===== src/rtl/ps2_mouse_tracker.sv =====
// Receive-only PS/2 mouse decoder: deserialises device-to-host frames, assembles
// 3-byte stream packets and integrates movement into screen-clamped coordinates.
module ps2_mouse_tracker #(
    parameter int SCREEN_W       = 640,
    parameter int SCREEN_H       = 480,
    parameter int X_INIT         = 320,
    parameter int Y_INIT         = 240,
    parameter int TIMEOUT_CYCLES = 50000
) (
    input  logic        clk,
    input  logic        reset,
    input  logic        ps2_clk,
    input  logic        ps2_data,
    output logic        lmb,
    output logic        mmb,
    output logic        rmb,
    output logic [15:0] mouse_x,
    output logic [15:0] mouse_y,
    output logic        packet_valid,
    output logic        frame_err
);

    localparam int CNT_W = $clog2(TIMEOUT_CYCLES + 1);
    localparam logic [CNT_W-1:0] CNT_LAST = CNT_W'(TIMEOUT_CYCLES - 1);
    localparam logic [CNT_W-1:0] CNT_SAT  = CNT_W'(TIMEOUT_CYCLES);
    localparam logic signed [17:0] X_MAX  = 18'(SCREEN_W - 1);
    localparam logic signed [17:0] Y_MAX  = 18'(SCREEN_H - 1);

    typedef enum logic [1:0] {IDLE, DATA, PARITY, STOP} state_t;

    logic [2:0]       ps2c_sync_q;
    logic [1:0]       ps2d_sync_q;
    state_t           state_q, state_d;
    logic [2:0]       bit_cnt_q, bit_cnt_d;
    logic [7:0]       shift_q, shift_d;
    logic             par_ok_q, par_ok_d;
    logic [1:0]       idx_q, idx_d;
    logic [7:0]       byte0_q, byte0_d;
    logic [7:0]       byte1_q, byte1_d;
    logic [CNT_W-1:0] cnt_q, cnt_d;
    logic             lmb_q, lmb_d, mmb_q, mmb_d, rmb_q, rmb_d;
    logic [15:0]      x_q, x_d, y_q, y_d;
    logic             pv_q, pv_d, ferr_q, ferr_d;

    logic             fe, din, timeout;
    logic signed [17:0] dx, dy, x_sum, y_sum;

    function automatic logic [15:0] clamp(input logic signed [17:0] v,
                                          input logic signed [17:0] hi);
        if (v < 18'sd0)
            return 16'd0;
        else if (v > hi)
            return hi[15:0];
        else
            return v[15:0];
    endfunction

    // Sync stage 1 is bit 0; bit 2 holds the previous synchronised clock level.
    assign fe  = ps2c_sync_q[2] & ~ps2c_sync_q[1];
    assign din = ps2d_sync_q[1];

    assign dx    = byte0_q[6] ? 18'sd0 : {{9{byte0_q[4]}}, byte0_q[4], byte1_q};
    assign dy    = byte0_q[7] ? 18'sd0 : {{9{byte0_q[5]}}, byte0_q[5], shift_q};
    assign x_sum = $signed({2'b00, x_q}) + dx;
    assign y_sum = $signed({2'b00, y_q}) - dy;

    assign timeout = !fe && (cnt_q == CNT_LAST) && (state_q != IDLE || idx_q != 2'd0);

    always_comb begin
        state_d   = state_q;
        bit_cnt_d = bit_cnt_q;
        shift_d   = shift_q;
        par_ok_d  = par_ok_q;
        idx_d     = idx_q;
        byte0_d   = byte0_q;
        byte1_d   = byte1_q;
        cnt_d     = cnt_q;
        lmb_d     = lmb_q;
        mmb_d     = mmb_q;
        rmb_d     = rmb_q;
        x_d       = x_q;
        y_d       = y_q;
        pv_d      = 1'b0;
        ferr_d    = 1'b0;

        if (fe)
            cnt_d = '0;
        else if (cnt_q != CNT_SAT)
            cnt_d = cnt_q + 1'b1;

        if (timeout) begin
            state_d = IDLE;
            idx_d   = 2'd0;
            ferr_d  = 1'b1;
        end else if (fe) begin
            case (state_q)
                IDLE: begin
                    if (!din) begin
                        state_d   = DATA;
                        bit_cnt_d = 3'd0;
                    end
                end
                DATA: begin
                    shift_d   = {din, shift_q[7:1]};
                    bit_cnt_d = bit_cnt_q + 1'b1;
                    if (bit_cnt_q == 3'd7)
                        state_d = PARITY;
                end
                PARITY: begin
                    par_ok_d = (^shift_q) ^ din;
                    state_d  = STOP;
                end
                STOP: begin
                    state_d = IDLE;
                    if (din && par_ok_q) begin
                        case (idx_q)
                            2'd0: begin
                                // Bit 3 is always set in a header byte; anything else is a misaligned byte.
                                if (shift_q[3]) begin
                                    byte0_d = shift_q;
                                    idx_d   = 2'd1;
                                end
                            end
                            2'd1: begin
                                byte1_d = shift_q;
                                idx_d   = 2'd2;
                            end
                            default: begin
                                idx_d = 2'd0;
                                lmb_d = byte0_q[0];
                                rmb_d = byte0_q[1];
                                mmb_d = byte0_q[2];
                                x_d   = clamp(x_sum, X_MAX);
                                y_d   = clamp(y_sum, Y_MAX);
                                pv_d  = 1'b1;
                            end
                        endcase
                    end else begin
                        idx_d  = 2'd0;
                        ferr_d = 1'b1;
                    end
                end
                default: state_d = IDLE;
            endcase
        end
    end

    always_ff @(posedge clk or posedge reset) begin
        if (reset) begin
            ps2c_sync_q <= 3'b111;
            ps2d_sync_q <= 2'b11;
            state_q     <= IDLE;
            bit_cnt_q   <= 3'd0;
            shift_q     <= 8'd0;
            par_ok_q    <= 1'b0;
            idx_q       <= 2'd0;
            byte0_q     <= 8'd0;
            byte1_q     <= 8'd0;
            cnt_q       <= '0;
            lmb_q       <= 1'b0;
            mmb_q       <= 1'b0;
            rmb_q       <= 1'b0;
            x_q         <= 16'(X_INIT);
            y_q         <= 16'(Y_INIT);
            pv_q        <= 1'b0;
            ferr_q      <= 1'b0;
        end else begin
            ps2c_sync_q <= {ps2c_sync_q[1:0], ps2_clk};
            ps2d_sync_q <= {ps2d_sync_q[0], ps2_data};
            state_q     <= state_d;
            bit_cnt_q   <= bit_cnt_d;
            shift_q     <= shift_d;
            par_ok_q    <= par_ok_d;
            idx_q       <= idx_d;
            byte0_q     <= byte0_d;
            byte1_q     <= byte1_d;
            cnt_q       <= cnt_d;
            lmb_q       <= lmb_d;
            mmb_q       <= mmb_d;
            rmb_q       <= rmb_d;
            x_q         <= x_d;
            y_q         <= y_d;
            pv_q        <= pv_d;
            ferr_q      <= ferr_d;
        end
    end

    assign lmb          = lmb_q;
    assign mmb          = mmb_q;
    assign rmb          = rmb_q;
    assign mouse_x      = x_q;
    assign mouse_y      = y_q;
    assign packet_valid = pv_q;
    assign frame_err    = ferr_q;

endmodule


===== config.mk =====
export PLATFORM = sky130hd
export DESIGN_NAME = ps2_mouse_tracker
export DESIGN_NICKNAME = d
export VERILOG_FILES = /design/src/rtl/ps2_mouse_tracker.sv
export SDC_FILE = /design/constraint.sdc
export NUM_CORES = 1
export LEC_CHECK = 0
export BUFFER_PORTS_ARGS = -buffer_cell sky130_fd_sc_hd__buf_4
export CAP_MARGIN = 20
export CORE_MARGIN = 3
export CORE_UTILIZATION = 45
export CTS_BUF_LIST = sky130_fd_sc_hd__clkbuf_16
export CTS_CLUSTER_DIAMETER = 80
export CTS_CLUSTER_SIZE = 24
export DETAILED_ROUTE_END_ITERATION = 10
export GPL_TIMING_DRIVEN = 0
export PLACE_DENSITY = 0.67
export SLEW_MARGIN = 20
export SYNTH_ARGS = -nofsm -noshare
export SYNTH_HDL_FRONTEND = slang
export SYNTH_SLANG_ARGS = --single-unit
export TNS_END_PERCENT = 20

===== constraint.sdc =====
create_clock -name clk -period 4.8 [get_ports clk]
set_clock_uncertainty 0.1 [all_clocks]
set_input_delay 0.48 -clock clk [delete_from_list [all_inputs] [get_ports clk]]
set_output_delay 0.48 -clock clk [all_outputs]
set_load 0.01 [all_outputs]

; Word-level counts from Yosys, hierarchy flattened
; Index checks and enable logic that the tools add are counted.
[word_totals]
regBits = 90
latch_bits = 0
mem_bits_rw = 0
mem_bits_ro = 0
input_bits = 4
output_inout_bits = 37
memories = 0
[classes]
addsub = 4
n_mul = 0
n_div = 0
n_lt_le_gt_ge = 4
n_eq_ne = 11
shifts = 0
muxes = 30
bitwise = 5
reduce_logical = 23
[ops]
columns = operator, count
row1 = $mux W16, 6
row2 = $lt A18 B1 Y1 const B, 2
row3 = $mux W18, 2
row4 = $add A17 B18 Y18, 1
row5 = $gt A18 B10 Y1 const B, 1
row6 = $gt A18 B11 Y1 const B, 1
row7 = $mux W2, 9
row8 = $sub A17 B18 Y18, 1
row9 = $add A16 B1 Y16 const B, 1
row10 = $eq A16 B16 Y1 const B, 1
row11 = $ne A16 B16 Y1 const B, 1
row12 = $reduce_and A3 Y1, 4
row13 = $reduce_bool A2 Y1, 6
row14 = $reduce_and A5 Y1, 2
row15 = $mux W1, 9
row16 = $pmux W2 S4, 1
row17 = $reduce_xor A8 Y1, 1
row18 = $ne A3 B3 Y1 const B, 2
row19 = $pmux W3 S2, 1
row20 = $reduce_and A6 Y1, 1
row21 = $eq A2 B1 Y1 const B, 2
row22 = $eq A2 B2 Y1 const B, 2
row23 = $logic_not A2 Y1, 2
row24 = $ne A4 B4 Y1 const B, 1
row25 = other kinds (13), 17

; Depth between registers and ports, before layout
[logic_depth]
ltp_word = 7
ltp_mapped = 14
ltp_nobuf = 12

; Worst setup path after synthesis
; Ideal clock, no wire load.
[synth_path]
kind = register to register
start = register byte0_q[7]
end = register y_q[0], in the netlist mouse_y[0]
setup_ns = 0.154
arrival_time_ns = 3.092
required_time_ns = 4.546
setup_slack_ns = 1.454
stages_incl_launch_ff = 12
synth_period_minus_slack_ns = 3.346
cell_sequence = dfrtp_1 > nand2b_1 > clkbuf_1 > ha_1 > a21oi_1 > o21bai_1 > a221o_1 > a21o_1 > or3b_1 > a31o_1 > nor4_4 > a221oi_1
[synth_via]
elab_chain_len = 5
elab_cells_between_ends = 6
[synth_lines]
columns = element, line
row1 = "start, declared", 38  ; logic [7:0] byte0_q, byte0_d;
row2 = "start signal, assigned", 175  ; byte0_q <= byte0_d;
row3 = $mux W18 *, 63  ; assign dy = byte0_q[7] ? 18'sd0 : {{9{byte0_q[5]}}, byte0_q[5], shift_q};
row4 = $sub A17 B18 Y18 *, 65  ; assign y_sum = $signed({2'b00, y_q}) - dy;
row5 = $gt A18 B10 Y1, 52  ; else if (v > hi)
row6 = $mux W16, 52
row7 = $mux W16 *, 50  ; if (v < 18'sd0)
row8 = "end signal, assigned", 164  ; y_q <= 16'(Y_INIT);
row9 = "end signal, assigned", 182  ; y_q <= y_d;
row10 = "end, declared", 42  ; logic [15:0] x_q, x_d, y_q, y_d;
; Mark *: on every way between the ends. The rest lies on a longest branch, timed or not.
; A chain may end at the register's enable or synchronous reset.

; Worst setup path after layout
; Ends and elaborated chain as after synthesis.

==> metrics.yaml <==
cells_and_area:
  layout.cells.non_filler: 804
  finalInstanceArea_sq_um: 6460
  utilization_pct: 53.5
  num_antenna_cells: 0
  drive_gt1_share_pct: 17.3
  nets: 672
  area.growth.synth_to_final_pct: 15.4
route:
  drt_iter0_drc: 313
  wl_met3_um: 674
  wl_met2_mm: 5.89
  top_layer: "met4"
  wl_met1_mm: 5.84
  firstDrtPassIters: 5
  vias_per_cell: 5.60
  wl_mm: 12.7
  ant_nets: 0
  vias: 4505
  post_drt_wl_per_cell_um: 15.8
  drc_errors: 0
logic_synthesis:
  ys_seq_area_share_pct: 40.0
  synthDistinctLibCells: 72
  synth_ff_type: "dfrtp_1"
  synth.most_common_cell: "dfrtp_1"
  synth_seq_cells: 89
  avgSynthCellArea_sq_um: 9.67
  synth_commonest_cells: "78 x dfrtp_1, 45 x nand2_1, 45 x nor2_1, 35 x ha_1, 28 x a21oi_1"
  synth_top_area_cell: "dfrtp_1"
  async_reset_ff_share_pct: 100
  syn_area_sq_um: 5600
  synth_nets: 620
  synth_edf_count: 0
  yosys-top-cells-area: "dfrtp_1 35%, ha_1 7.8%, dfstp_2 5.2%"
  synth_top_area_share_pct: 34.9
  syn_inst: 579
  yosysWarnings: 0
timing:
  finalHoldViolations: 0
  holdWs_ns: 0.104
  timing.final.crit_share_pct: 82.5
  relSlewSlack_pct: 52.5
  tightestPinTransition_ns: 0.709
  setup_tns_ns: 0
  slew_viol_final: 0
  fin_crit_ns: 3.96
  setup_violations: 0
  fmax_ghz: 0.253
  rsz0062_at_grt: "false"
setup_path:
  crit_required_ns: 4.88
  slowest_delay_ns: 0.61
  crit_slowest_cell: "nor4_4"
  startpoint_type: "flop"
  critPathMaxFanout: 14
  criticalPathCategory: "flop to flop"
  crit_chain: "nand2b_1, clkbuf_1, ha_1, nor2b_1, o21a_1, a2111oi_0, o221ai_1, a211oi_1, nand4_1, nor4_4, a221oi_1"
  crit_path_end_kind: "flop"
  cp.arrival_ns: 4.04
floorplan:
  coreArea_sq_um: 12100
  start_util_pct: 46.4
  io_pins: 41
  fp.dieH_um: 118
  die_w_um: 118
  fp.dieArea_sq_um: 13800
  row_count: 40
min_path:
  hold_path_class: "input port to asynchronous set/reset pin"
clock_tree:
  cts_sinks: 89
  cts_setup_buffers: 0
  clk_path_buf_depth: 2
  clk_pin_slew_ns: 0.07
  clk_latency_ns: 0.35
  holdBufCountCts: 0
  htreeDepth: 3
  numCtsBuffers: 9
  cts_root_buf: "clkbuf_16"
  cts_tree: "done"
  ctsResizeCount: 0
place:
  place_inst: 788
  dp_hpwl_mm: 9.28
  io_buffers: 40
  dpl_cell_area_sq_um: 6140
  routabilityCongestion: 0.913
grt:
  grt_pass1_wl_mm: 21.6
  first_global_vias: 4385
  antenna_found_initial: 0
  grt_overflow: 0
  grt_max_degree: 46
  track_usage_pct: 18.9
job:
  maxCapViolations: 0
pwr:
  power_density_nw_per_um2: 372
  vdd_ir_drop_max_mv: 0.276
  p_leak_nw: 3.04
outcome:
  status: "finished, final reports clean"
[where the power goes]
group | switching [mW] | leakage (nW) | total [mW] | internal (mW)
Sequential | 0.0949 | 1.18 | 0.918 | 0.824
Clock | 0.319 | 0.150 | 0.734 | 0.414
Combinational | 0.395 | 1.71 | 0.749 | 0.353
Total | 0.809 | 3.04 | 2.40 | 1.59
[stage by stage]
stage          power, mW  worst slack [ns]
2_1_floorplan       1.51              1.45
3_3_place_gp        1.65             0.834
3_5_place_dp        1.67             0.869
4_1_cts             2.43             0.855
5_1_grt             2.56             0.481
6_report            2.40             0.840
[logic make-up (layout without fill, tap and decap cells)]
logic type | after synthesis | count (layout) | share of synthesized area (%)
simple gates | 207 | 207 | 19.3
compound gates | 132 | 132 | 16.7
flops | 89 | 89 | 40.0
buf+inv | 43 | 100 | 3.09
xor+xnor | 41 | 41 | 6.42
fa+ha+maj | 37 | 37 | 8.54
mux | 30 | 30 | 5.92
[worst max-delay path: cells and delay by family (launching register included)]
family	cells	cell delay (ns)
AND/OR/NAND/NOR	4	1.10
adder cells (fa/ha/maj)	1	0.44
AO/OA/AOI/OAI	5	1.19
buffers and inverters	1	0.51
flip-flops	1	0.45
[per-layer routing]
metal / vias to the layer above / track usage [%]
met1: 2173 / 25.1
met2: 116 / 29.8
met3: 20 / 4.85
li1: 2196 / -
met5: - / 0
met4: 0 / 7.55
[cells in the final DEF, fill, tap and decap left out, drive strengths merged, types with 5 or more instances in the layout]
master	synthesis	routed
a21o	16	16
a21oi	30	30
a31oi	8	8
a41oi	6	6
and2	13	13
and3	8	8
buf	5	46
clkbuf	14	23
dfrtp	78	78
dfstp	11	11
ha	35	35
inv	24	27
mux2	25	25
mux2i	5	5
nand2	45	45
nand2b	14	14
nand3	18	18
nand4	12	12
nor2	45	45
nor2b	16	16
nor3	14	14
nor4	7	7
o21a	5	5
o21ai	24	24
xnor2	22	22
xor2	19	19
[sequential cells by signal, summed over array words and instances (netlist names), 3 cells and up]
name / cells
bit_cnt_q: 3
byte0_q: 7
byte1_q: 8
cnt_q: 16
mouse_x: 16
mouse_y: 16
ps2c_sync_q: 3
shift_q: 8
[final cells by class]
class,count,area (sq um)
fillers,1117,5600
multi-input cells,447,3190
flip-flops and latches,89,2240
repair buffers,41,328
clock buffers,9,225
well taps,168,210
inverters,24,92.6
clock inverters,7,86.3
plain buffers,19,82.6
[final timing paths]
check	startpoint	endpoint	slack (ns)	cells after the start
worst max-delay path	byte0_q[7]	mouse_y[0]	0.84	11
worst min-delay path	reset	byte1_q[6]	0.10	2
worst max register to register	byte0_q[7]	mouse_y[0]	0.84	11
worst min register to register	ps2c_sync_q[0]	ps2c_sync_q[1]	0.26	0
max in group asynchronous	reset	mouse_y[4]	3.81	3
min in group clk	ps2_data	ps2d_sync_q[0]	0.14	1
Note: power is estimated with default switching activity, not from simulation.
